===== src/rtl/zero_count_pipeline.sv =====
// zero_count_pipeline: two-stage CLZ / CTZ / CPOP unit for the bit-manip path.
// Stage 1 reduces the operand to per-nibble zero flags and local counts;
// stage 2 priority-encodes those into the final count.
// Optional popcount support is built when ZERO_COUNT_CPOP_EN is defined; in the
// default build mode 10 is reported as illegal like the reserved mode 11.
module zero_count_pipeline #(
  parameter  int DATA_WIDTH = 32,
  localparam int CNT_WIDTH  = $clog2(DATA_WIDTH) + 1
) (
  input  logic                  clk_i,
  input  logic                  rst_n_i,
  input  logic [DATA_WIDTH-1:0] operand_i,
  input  logic [1:0]            mode_i,
  input  logic                  valid_i,
  input  logic                  stall_i,
  input  logic                  flush_i,
  output logic [CNT_WIDTH-1:0]  count_o,
  output logic                  is_all_zero_o,
  output logic                  illegal_o,
  output logic                  valid_o
);

  localparam int NIB    = DATA_WIDTH / 4;
  localparam int STAGES = 2;

  typedef enum logic [1:0] {
    MODE_CLZ  = 2'b00,
    MODE_CTZ  = 2'b01,
    MODE_CPOP = 2'b10,
    MODE_RSVD = 2'b11
  } mode_e;

  if (DATA_WIDTH < 8 || DATA_WIDTH > 64 || (DATA_WIDTH & (DATA_WIDTH - 1)) != 0) begin : g_bad_width
    $error("zero_count_pipeline: DATA_WIDTH must be a power of two in 8..64");
  end

  // Pipeline control: bit k is the valid of stage k
  logic [STAGES:1]           vld_pipe_q;

  // Stage 1 state
  mode_e                     s1_mode_q;
  logic [NIB-1:0]            s1_zero_d,  s1_zero_q;
  logic [NIB-1:0][1:0]       s1_lcnt_d,  s1_lcnt_q;

  // Stage 2 (output) state
  logic [CNT_WIDTH-1:0]      count_d,    count_q;
  logic                      zero_d,     zero_q;
  logic                      illegal_d,  illegal_q;

  logic [DATA_WIDTH-1:0]     oper_sel;
  logic [3:0]                nib_w;
  logic [CNT_WIDTH-1:0]      enc_cnt;
  logic                      enc_zero;

  wire adv = !flush_i && !stall_i;

`ifdef ZERO_COUNT_CPOP_EN
  logic [NIB-1:0][2:0]       s1_pop_d,   s1_pop_q;
  logic [CNT_WIDTH-1:0]      pop_sum;
`endif

  // CTZ is a CLZ of the bit-reversed operand
  always_comb begin
    oper_sel = operand_i;
    if (mode_i == MODE_CTZ)
      for (int b = 0; b < DATA_WIDTH; b++) oper_sel[b] = operand_i[DATA_WIDTH-1-b];
  end

  // Per-nibble reduction, nibble 0 is the most significant
  always_comb begin
    s1_zero_d = '0;
    s1_lcnt_d = '0;
    nib_w     = '0;
`ifdef ZERO_COUNT_CPOP_EN
    s1_pop_d  = '0;
`endif
    for (int n = 0; n < NIB; n++) begin
      nib_w        = oper_sel[DATA_WIDTH-1-4*n -: 4];
      s1_zero_d[n] = (nib_w == 4'd0);
      casez (nib_w)
        4'b1???: s1_lcnt_d[n] = 2'd0;
        4'b01??: s1_lcnt_d[n] = 2'd1;
        4'b001?: s1_lcnt_d[n] = 2'd2;
        default: s1_lcnt_d[n] = 2'd3;   // 0001, or zero nibble (flag covers it)
      endcase
`ifdef ZERO_COUNT_CPOP_EN
      s1_pop_d[n] = 3'(nib_w[0]) + 3'(nib_w[1]) + 3'(nib_w[2]) + 3'(nib_w[3]);
`endif
    end
  end

  // Valid shift register; flush clears it even while stalled
  always_ff @(posedge clk_i or negedge rst_n_i) begin
    if (!rst_n_i)     vld_pipe_q <= '0;
    else if (flush_i) vld_pipe_q <= '0;
    else if (!stall_i) vld_pipe_q <= {vld_pipe_q[STAGES-1:1], valid_i};
  end

  // Stage 1 data capture, only for a live operation
  always_ff @(posedge clk_i or negedge rst_n_i) begin
    if (!rst_n_i) begin
      s1_mode_q <= MODE_CLZ;
      s1_zero_q <= '0;
      s1_lcnt_q <= '0;
    end else if (adv && valid_i) begin
      s1_mode_q <= mode_e'(mode_i);
      s1_zero_q <= s1_zero_d;
      s1_lcnt_q <= s1_lcnt_d;
    end
  end

`ifdef ZERO_COUNT_CPOP_EN
  // Per-nibble popcounts travel alongside the zero flags
  always_ff @(posedge clk_i or negedge rst_n_i) begin
    if (!rst_n_i)               s1_pop_q <= '0;
    else if (adv && valid_i)    s1_pop_q <= s1_pop_d;
  end

  // Adder tree over the nibble popcounts
  always_comb begin
    pop_sum = '0;
    for (int n = 0; n < NIB; n++) pop_sum = pop_sum + CNT_WIDTH'(s1_pop_q[n]);
  end
`endif

  // First non-zero nibble wins; scanning high index to low leaves the lowest
  always_comb begin
    enc_cnt  = CNT_WIDTH'(DATA_WIDTH);
    enc_zero = 1'b1;
    for (int n = NIB - 1; n >= 0; n--) begin
      if (!s1_zero_q[n]) begin
        enc_cnt  = CNT_WIDTH'(4 * n) + CNT_WIDTH'(s1_lcnt_q[n]);
        enc_zero = 1'b0;
      end
    end
  end

  // Stage 2 result select per mode
  always_comb begin
    count_d   = '0;
    zero_d    = 1'b0;
    illegal_d = 1'b0;
    case (s1_mode_q)
      MODE_CLZ, MODE_CTZ: begin
        count_d = enc_cnt;
        zero_d  = enc_zero;
      end
`ifdef ZERO_COUNT_CPOP_EN
      MODE_CPOP: begin
        count_d = pop_sum;
        zero_d  = (pop_sum == '0);
      end
`endif
      default: illegal_d = 1'b1;
    endcase
  end

  // Output register, loaded only when stage 1 holds a live operation
  always_ff @(posedge clk_i or negedge rst_n_i) begin
    if (!rst_n_i) begin
      count_q   <= '0;
      zero_q    <= 1'b0;
      illegal_q <= 1'b0;
    end else if (adv && vld_pipe_q[1]) begin
      count_q   <= count_d;
      zero_q    <= zero_d;
      illegal_q <= illegal_d;
    end
  end

  assign count_o       = count_q;
  assign is_all_zero_o = zero_q;
  assign illegal_o     = illegal_q;
  assign valid_o       = vld_pipe_q[STAGES];

endmodule


===== config.mk =====
export PLATFORM = sky130hd
export DESIGN_NAME = zero_count_pipeline
export DESIGN_NICKNAME = d
export VERILOG_FILES = /design/src/rtl/zero_count_pipeline.sv
export SDC_FILE = /design/constraint.sdc
export NUM_CORES = 1
export LEC_CHECK = 0
export CAP_MARGIN = 20
export CORE_UTILIZATION = 40
export DETAILED_ROUTE_END_ITERATION = 10
export PLACE_DENSITY = 0.82
export SYNTH_ARGS = -nofsm -noshare
export SYNTH_HDL_FRONTEND = slang
export SYNTH_SLANG_ARGS = --single-unit

===== constraint.sdc =====
create_clock -name clk_i -period 1.24 [get_ports clk_i]
set_clock_uncertainty 0.05 [all_clocks]
set_input_delay 0.186 -clock clk_i [delete_from_list [all_inputs] [get_ports clk_i]]
set_output_delay 0.186 -clock clk_i [all_outputs]
set_load 0.02 [all_outputs]

==> flow_summary_export.csv, run 1 <==
group,metric,value,unit
clocking,clockRootBuffer,"clkbuf_8",
timing,drv_slew,0,
timing,timing.hold.ws,0.2273,ns
timing,final_hold_viol_count,0,
detailed_routing,drc,4,
die,core,4474,sq um
worst_hold_path,hold_path.class,"in -> async",
timing,fmax,746.8,MHz
critical_path,reg2reg_slack,-0.1,ns
synthesis,syn_nets,278,
detailed_routing,vias_per_cell,5.197,
placed_design,gp_congestion,0.8425,
run,cap_viol_max_count,0,
detailed_routing,first_pass_iters,8,
power_and_ir_drop,p_seq_share,49.4,%
clocking,cts_max_level,2,
detailed_routing,ant_nets,0,
critical_path,critPathLaunch,"vld_pipe_q[1]",
power_and_ir_drop,ir_worst_vdd,0.0004591,V
run_status,status,"finished, violations left",
timing,min_period,1.339,ns
grt,gr-total-overflow,0,
synthesis,synth_area,1919,sq um
die,dieHeight,71.27,microns
critical_path,reg2reg_depth,5,
die,die_area,5079,sq um
grt,grt_pass1_vias,1742,
power_and_ir_drop,p_leak,1.153,nW
critical_path,r2r-start,"vld_pipe_q[1]",
detailed_routing,wl_per_cell,12.26,microns
synthesis,synthFlopType,"dfrtp_1",
layout,layout-drive-gt1-share,13.53,%
timing,post-route-period-util,108.0,%
clocking,clk_latency,0.28,ns
critical_path,end_kind,"flop",
run_status,violations,"design-rule violations, negative setup slack",
die,rows,24,
grt,grt_start_max_net_pins,42,
power_and_ir_drop,switchingPower,0.0007986,W
layout,fin_area,2740,sq um
synthesis,yosys_warnings,0,
synthesis,syn_inst,239,
synthesis,synth_area_leaders,"dfrtp_1 (44%), o21ai_0 (9.9%), nand2_1 (7.0%), a21oi_1 (5.2%), nor2_1 (3.5%)",
grt,grt_pass1_wl,7452,microns
power_and_ir_drop,pwr-share-comb,23.8,%
synthesis,synth-edff-count,0,
placed_design,dp_hpwl,3354,microns
layout,syn_to_final_growth,42.76,%
critical_path,cp_data_required_time,1.35,ns
synthesis,async_reset_ff_share,100.0,%
critical_path,start_kind,"flop",
critical_path,cp_max_fo,8,
critical_path,criticalPathCategory,"reg -> reg",
timing,finalWorstSetupSlack,-0.09897,ns
timing,tightestPinTransition,0.3166,ns
clocking,cts_buffer_depth,2,
power_and_ir_drop,clkPwrFrac,26.8,%
timing,slew_headroom,78.90,%
placed_design,place_area,2594,sq um
clocking,cts_hold_buffers,0,
placed_design,io_buffers,47,
layout,fin_nets,342,
critical_path,arrival,1.45,ns
synthesis,ys_ff_latch,34,
synthesis,avgSynthCellArea,8.031,sq um
layout,diodes,0,
power_and_ir_drop,total_power,0.002778,W
die,start_util,42.90,%
power_and_ir_drop,intPower,0.001980,W
detailed_routing,drt_iter0_drc,90,
grt,grt_use_total,18.47,%
grt,antenna_found_initial,0,
clocking,clk_pin_slew,0.06,ns
clocking,numCtsBuffers,5,
synthesis,yosys.area.top_type,"dfrtp_1",
synthesis,synth-seq-area-share,44.33,%
clocking,cts_sinks,34,
power_and_ir_drop,swShare,28.75,%
die,ios,48,
synthesis,synth_top_area_share,44.33,%
clocking,tritoncts,"done",
die,die_x,71.27,microns
power_and_ir_drop,p_per_area,1014,nW/um^2
detailed_routing,drt-total-wl,4354,microns
timing,rsz0062_at_grt,"yes",
critical_path,r2r-end,"count_o[1]",
timing,final-setup-viol-count,2,
synthesis,post_synth_num_cell_types,29,
detailed_routing,vias,1845,
-- state kept, by name, summed over array words and instances, names as in the netlist --
name / cells
count_o: 6
illegal_o: 1
s1_lcnt_q: 16
s1_mode_q: 1
s1_zero_q: 8
vld_pipe_q: 2
-- critical path, stage by stage, from the launching register on --
cell and delay (ns):
dfrtp_1 0.35, nor3b_4 0.19, buf_6 0.15, nand2_4 0.07
a2111oi_4 0.33, nor2_1 0.08
-- power groups by stage --
| stage | registers, W | logic [W] | clock network, W |
|---|---|---|---|
| 2_1_floorplan | 0.00139 | 0.000282 | 0 |
| 3_3_place_gp | 0.00138 | 0.000643 | 0 |
| 3_5_place_dp | 0.00138 | 0.000661 | 0 |
| 4_1_cts | 0.00136 | 0.000641 | 0.000773 |
| 5_1_grt | 0.00139 | 0.000737 | 0.000809 |
| 6_report | 0.00137 | 0.000660 | 0.000745 |
-- worst max path at each step --
| stage | endpoint | slack, ns | cells past startpoint |
|---|---|---|---|
| 3_5_place_dp | count_o[1] | -0.41 | 6 |
| 5_1_grt | count_o[1] | -0.16 | 5 |
| 3_3_place_gp | s1_lcnt_q[13] | -0.42 | 5 |
| 4_1_cts | count_o[1] | -0.08 | 4 |
| 2_1_floorplan | count_o[0] | -0.0009 | 5 |
| 6_report | count_o[1] | -0.1 | 5 |
-- synth_stat cells (2+ instances only) --
library cell and number:
o21a_1 2, buf_2 7, nand2_1 36, nor3_1 12, dfrtp_1 34, o31ai_1 7, nand2b_1 6, a21oi_1 20
nand3b_1 4, o22ai_1 2, clkbuf_1 5, nor2b_1 10, a31oi_1 6, mux2i_1 3, nor4_1 2, o21ai_0 38
a311oi_1 2, o311ai_0 2, inv_1 10, nor2_1 18, a2111oi_0 2, nand3_1 4
-- cell usage in the layout, fill, tap and decap left out, types with 6 or more instances in the layout --
cell type,Yosys,layout
a21oi_1,20,20
a31oi_1,6,6
buf_4,1,19
clkdlybuf4s15_1,0,6
clkdlybuf4s50_1,0,34
dfrtp_1,34,33
inv_1,10,10
nand2_1,36,36
nor2_1,18,18
nor2b_1,10,9
nor3_1,12,11
o21ai_0,38,37
o31ai_1,7,7
-- logic make-up (layout without fill, tap and decap cells) --
logic type / after synthesis / in the layout / synth area share (%)
AO/OA/AOI/OAI: 83 / 83 / 24.84
buffers and inverters: 23 / 87 / 5.150
flip-flops: 34 / 34 / 44.33
multiplexers: 3 / 3 / 1.565
AND/OR/NAND/NOR: 96 / 96 / 24.12
-- per-layer routing --
layer  vias up  global-route usage [%]  routed length, microns
li1        968                       -                       -
met1       822                   25.18                    2127
met2        51                   29.42                    2020
met3         4                   4.079                     163
met4         0                   6.000                      43
met5         -                       0                       0
-- layout make-up --
type                            count  area, sq um
Multi-Input combinational cell    182         1041
Sequential cell                    34        852.1
Tap cell                           52        65.06
Timing Repair Buffer               70        668.1
Clock buffer                        7        76.32
Fill cell                         391         1734
Inverter                           10        37.54
-- timing repair --
item | in CTS | in global routing
resized for setup | 22 | 15
pin swaps | 0 | 4
buffers inserted | 0 | 3
endpoints found under the setup margin | 35 | 14
-- metrics by stage --
step / util [%] / worst slack, ns / setup TNS [ns] / instances
final: 61.24 / -0.09897 / -0.1493 / 355
after global routing: 61.24 / -0.1592 / -0.3329 / 355
after CTS: 59.76 / -0.07585 / -0.1397 / 352
after detailed placement: 57.97 / -0.4078 / -10.83 / 345
after global placement: 57.97 / -0.4195 / -10.27 / 345
after floorplan: - / -0.0009464 / -0.001893 / 239
No activity file was read; power rests on OpenSTA's default activity.
==> run 2: changes to the inputs <==
--- a/config.mk
+++ b/config.mk
@@ -8,7 +8,7 @@
 export CAP_MARGIN = 20
 export CORE_UTILIZATION = 40
 export DETAILED_ROUTE_END_ITERATION = 10
-export PLACE_DENSITY = 0.82
+export PLACE_DENSITY = 0.79
 export SYNTH_ARGS = -nofsm -noshare
 export SYNTH_HDL_FRONTEND = slang
 export SYNTH_SLANG_ARGS = --single-unit
==> constraint.sdc (replaced) <==
create_clock -name clk_i -period 1.3 [get_ports clk_i]
set_clock_uncertainty 0.05 [all_clocks]
set_input_delay 0.195 -clock clk_i [delete_from_list [all_inputs] [get_ports clk_i]]
set_output_delay 0.195 -clock clk_i [all_outputs]
set_load 0.02 [all_outputs]
==> flow_summary_export.csv, run 2 (synthesis gave the netlist of run 1 again) <==
group,metric,value,unit
run_status,status,"finished, violations left",
run_status,violations,"design-rule violations, negative setup slack",
grt,grt_use_total,20.66,%
timing,tightestPinTransition,0.3377,ns
layout,top_register,"s1_lcnt_q",
layout,final_common_cell,"o21ai_0",
clocking,clockRootBuffer,"clkbuf_8",
placed_design,io_buffers,47,
worst_hold_path,hold_path.class,"in -> async",
critical_path,r2r-end,"count_o[1]",
detailed_routing,ant_nets,0,
layout,layout_common_cells,"o21ai_0 (37), nand2_1 (36), clkdlybuf4s50_1 (34), dfrtp_1 (28), a21oi_1 (20)",
grt,gr-total-overflow,0,
timing,timing.hold.ws,0.2230,ns
critical_path,cp_max_fo,8,
detailed_routing,vias_per_cell,5.392,
timing,fmax,762.3,MHz
die,core,4474,sq um
grt,antenna_found_initial,0,
timing,slew_headroom,77.20,%
critical_path,reg2reg_depth,4,
layout,syn_to_final_growth,47.46,%
placed_design,place_area,2549,sq um
critical_path,arrival,1.44,ns
timing,rsz0062_at_grt,"yes",
timing,drv_slew,0,
layout,layout-drive-gt1-share,15.33,%
detailed_routing,drc,6,
run,cap_viol_max_count,0,
layout,regArea,858.3,sq um
layout,final-instance-count-excl-fill,352,
clocking,clk_latency,0.29,ns
detailed_routing,wl_per_cell,13.66,microns
timing,min_period,1.312,ns
layout,diodes,0,
detailed_routing,first_pass_iters,8,
clocking,cts_sinks,34,
clocking,cts_max_level,2,
clocking,cts_buffer_depth,2,
clocking,clk_pin_slew,0.07,ns
layout,nFillCells,374,
die,ios,48,
power_and_ir_drop,p_leak,1.184,nW
die,die_area,5079,sq um
placed_design,gp_congestion,0.7827,
timing,final_hold_viol_count,0,
placed_design,dp_hpwl,3323,microns
detailed_routing,vias,1898,
layout,largest_reg_flops,16,
power_and_ir_drop,p_per_area,1019,nW/um^2
critical_path,start_kind,"flop",
placed_design,place_inst,337,
timing,post-route-period-util,100.9,%
grt,grt_start_max_net_pins,42,
die,die_x,71.27,microns
timing,final-setup-viol-count,2,
layout,multi_input_area,1056,sq um
layout,fin_nets,338,
timing,finalWorstSetupSlack,-0.01180,ns
critical_path,cp_data_required_time,1.42,ns
layout,fin_area,2830,sq um
die,dieHeight,71.27,microns
critical_path,r2r-start,"s1_zero_q[3]",
critical_path,end_kind,"flop",
power_and_ir_drop,ir_worst_vdd,0.0003983,V
grt,grt_pass1_vias,1784,
critical_path,reg2reg_slack,-0.01,ns
layout,fin_util,63.25,%
timing,fin_setup_tns,-0.01647,ns
die,start_util,42.90,%
clocking,numCtsBuffers,5,
clocking,tritoncts,"done",
clocking,cts_hold_buffers,0,
die,rows,24,
grt,grt_pass1_wl,8169,microns
detailed_routing,drt_iter0_drc,139,
detailed_routing,drt-total-wl,4808,microns
critical_path,criticalPathCategory,"reg -> reg",
[run 2: cell types whose count changed in the layout (fill, tap and decap cells not counted), moves of 3 or more]
cell	previous run	this run
clkbuf_8	5	8
dfrtp_1	33	28
dfrtp_2	1	6
clkdlybuf4s15_1	6	0
buf_4	19	11
dlygate4sd2_1	5	13
[run 2: stage by stage]
stage	setup WS, ns	power [W]
2_1_floorplan	-0.04966	0.001586
3_3_place_gp	-0.4431	0.001907
3_5_place_dp	-0.4794	0.001931
4_1_cts	0.004351	0.002864
5_1_grt	-0.06928	0.003043
6_report	-0.01180	0.002885
[run 2: worst max-delay path, stage by stage (launching register included)]
cell and delay, ns:
dfrtp_2 0.46, o22ai_2 0.21, a311oi_2 0.07, a2111oi_4 0.34
nor2_1 0.07
[run 2: power breakdown]
| part | switching, W | internal (W) |
|---|---|---|
| clock network | 0.000381 | 0.000535 |
| logic | 0.000311 | 0.000333 |
| registers | 0.000127 | 0.00120 |
[run 2: worst max-delay path by stage]
stage | startpoint | endpoint | slack [ns] | cells after the start
5_1_grt | s1_zero_q[3] | count_o[1] | -0.07 | 4
4_1_cts | vld_pipe_q[1] | count_o[1] | 0.004 | 4
6_report | s1_zero_q[3] | count_o[1] | -0.01 | 4
2_1_floorplan | vld_pipe_q[1] | count_o[0] | -0.05 | 4
3_5_place_dp | stall_i | count_o[1] | -0.48 | 5
3_3_place_gp | stall_i | s1_lcnt_q[11] | -0.44 | 5
[run 2: metal layers]
metal / wire length, microns / global-route usage [%] / vias up
li1: - / - / 964
met1: 2251 / 28.57 / 879
met2: 2280 / 31.75 / 48
met3: 212 / 5.485 / 7
met4: 63 / 6.667 / 0
met5: 0 / 0 / -
[run 2: repair_timing]
| action | in CTS | in global routing |
|---|---|---|
| gates resized for setup | 23 | 12 |
| pin swaps | 2 | 4 |
| cloned | 2 | 0 |
| buffers inserted | 3 | 2 |
| setup endpoints to repair | 30 | 5 |
[run 2: final cells by class]
| class | instances | area share, % |
|---|---|---|
| clock buffer | 8 | 3.890 |
| inverter | 10 | 1.326 |
| multi-input combinational | 182 | 37.31 |
| sequential | 34 | 30.33 |
| tap | 52 | 2.299 |
| timing repair buffer | 66 | 24.85 |
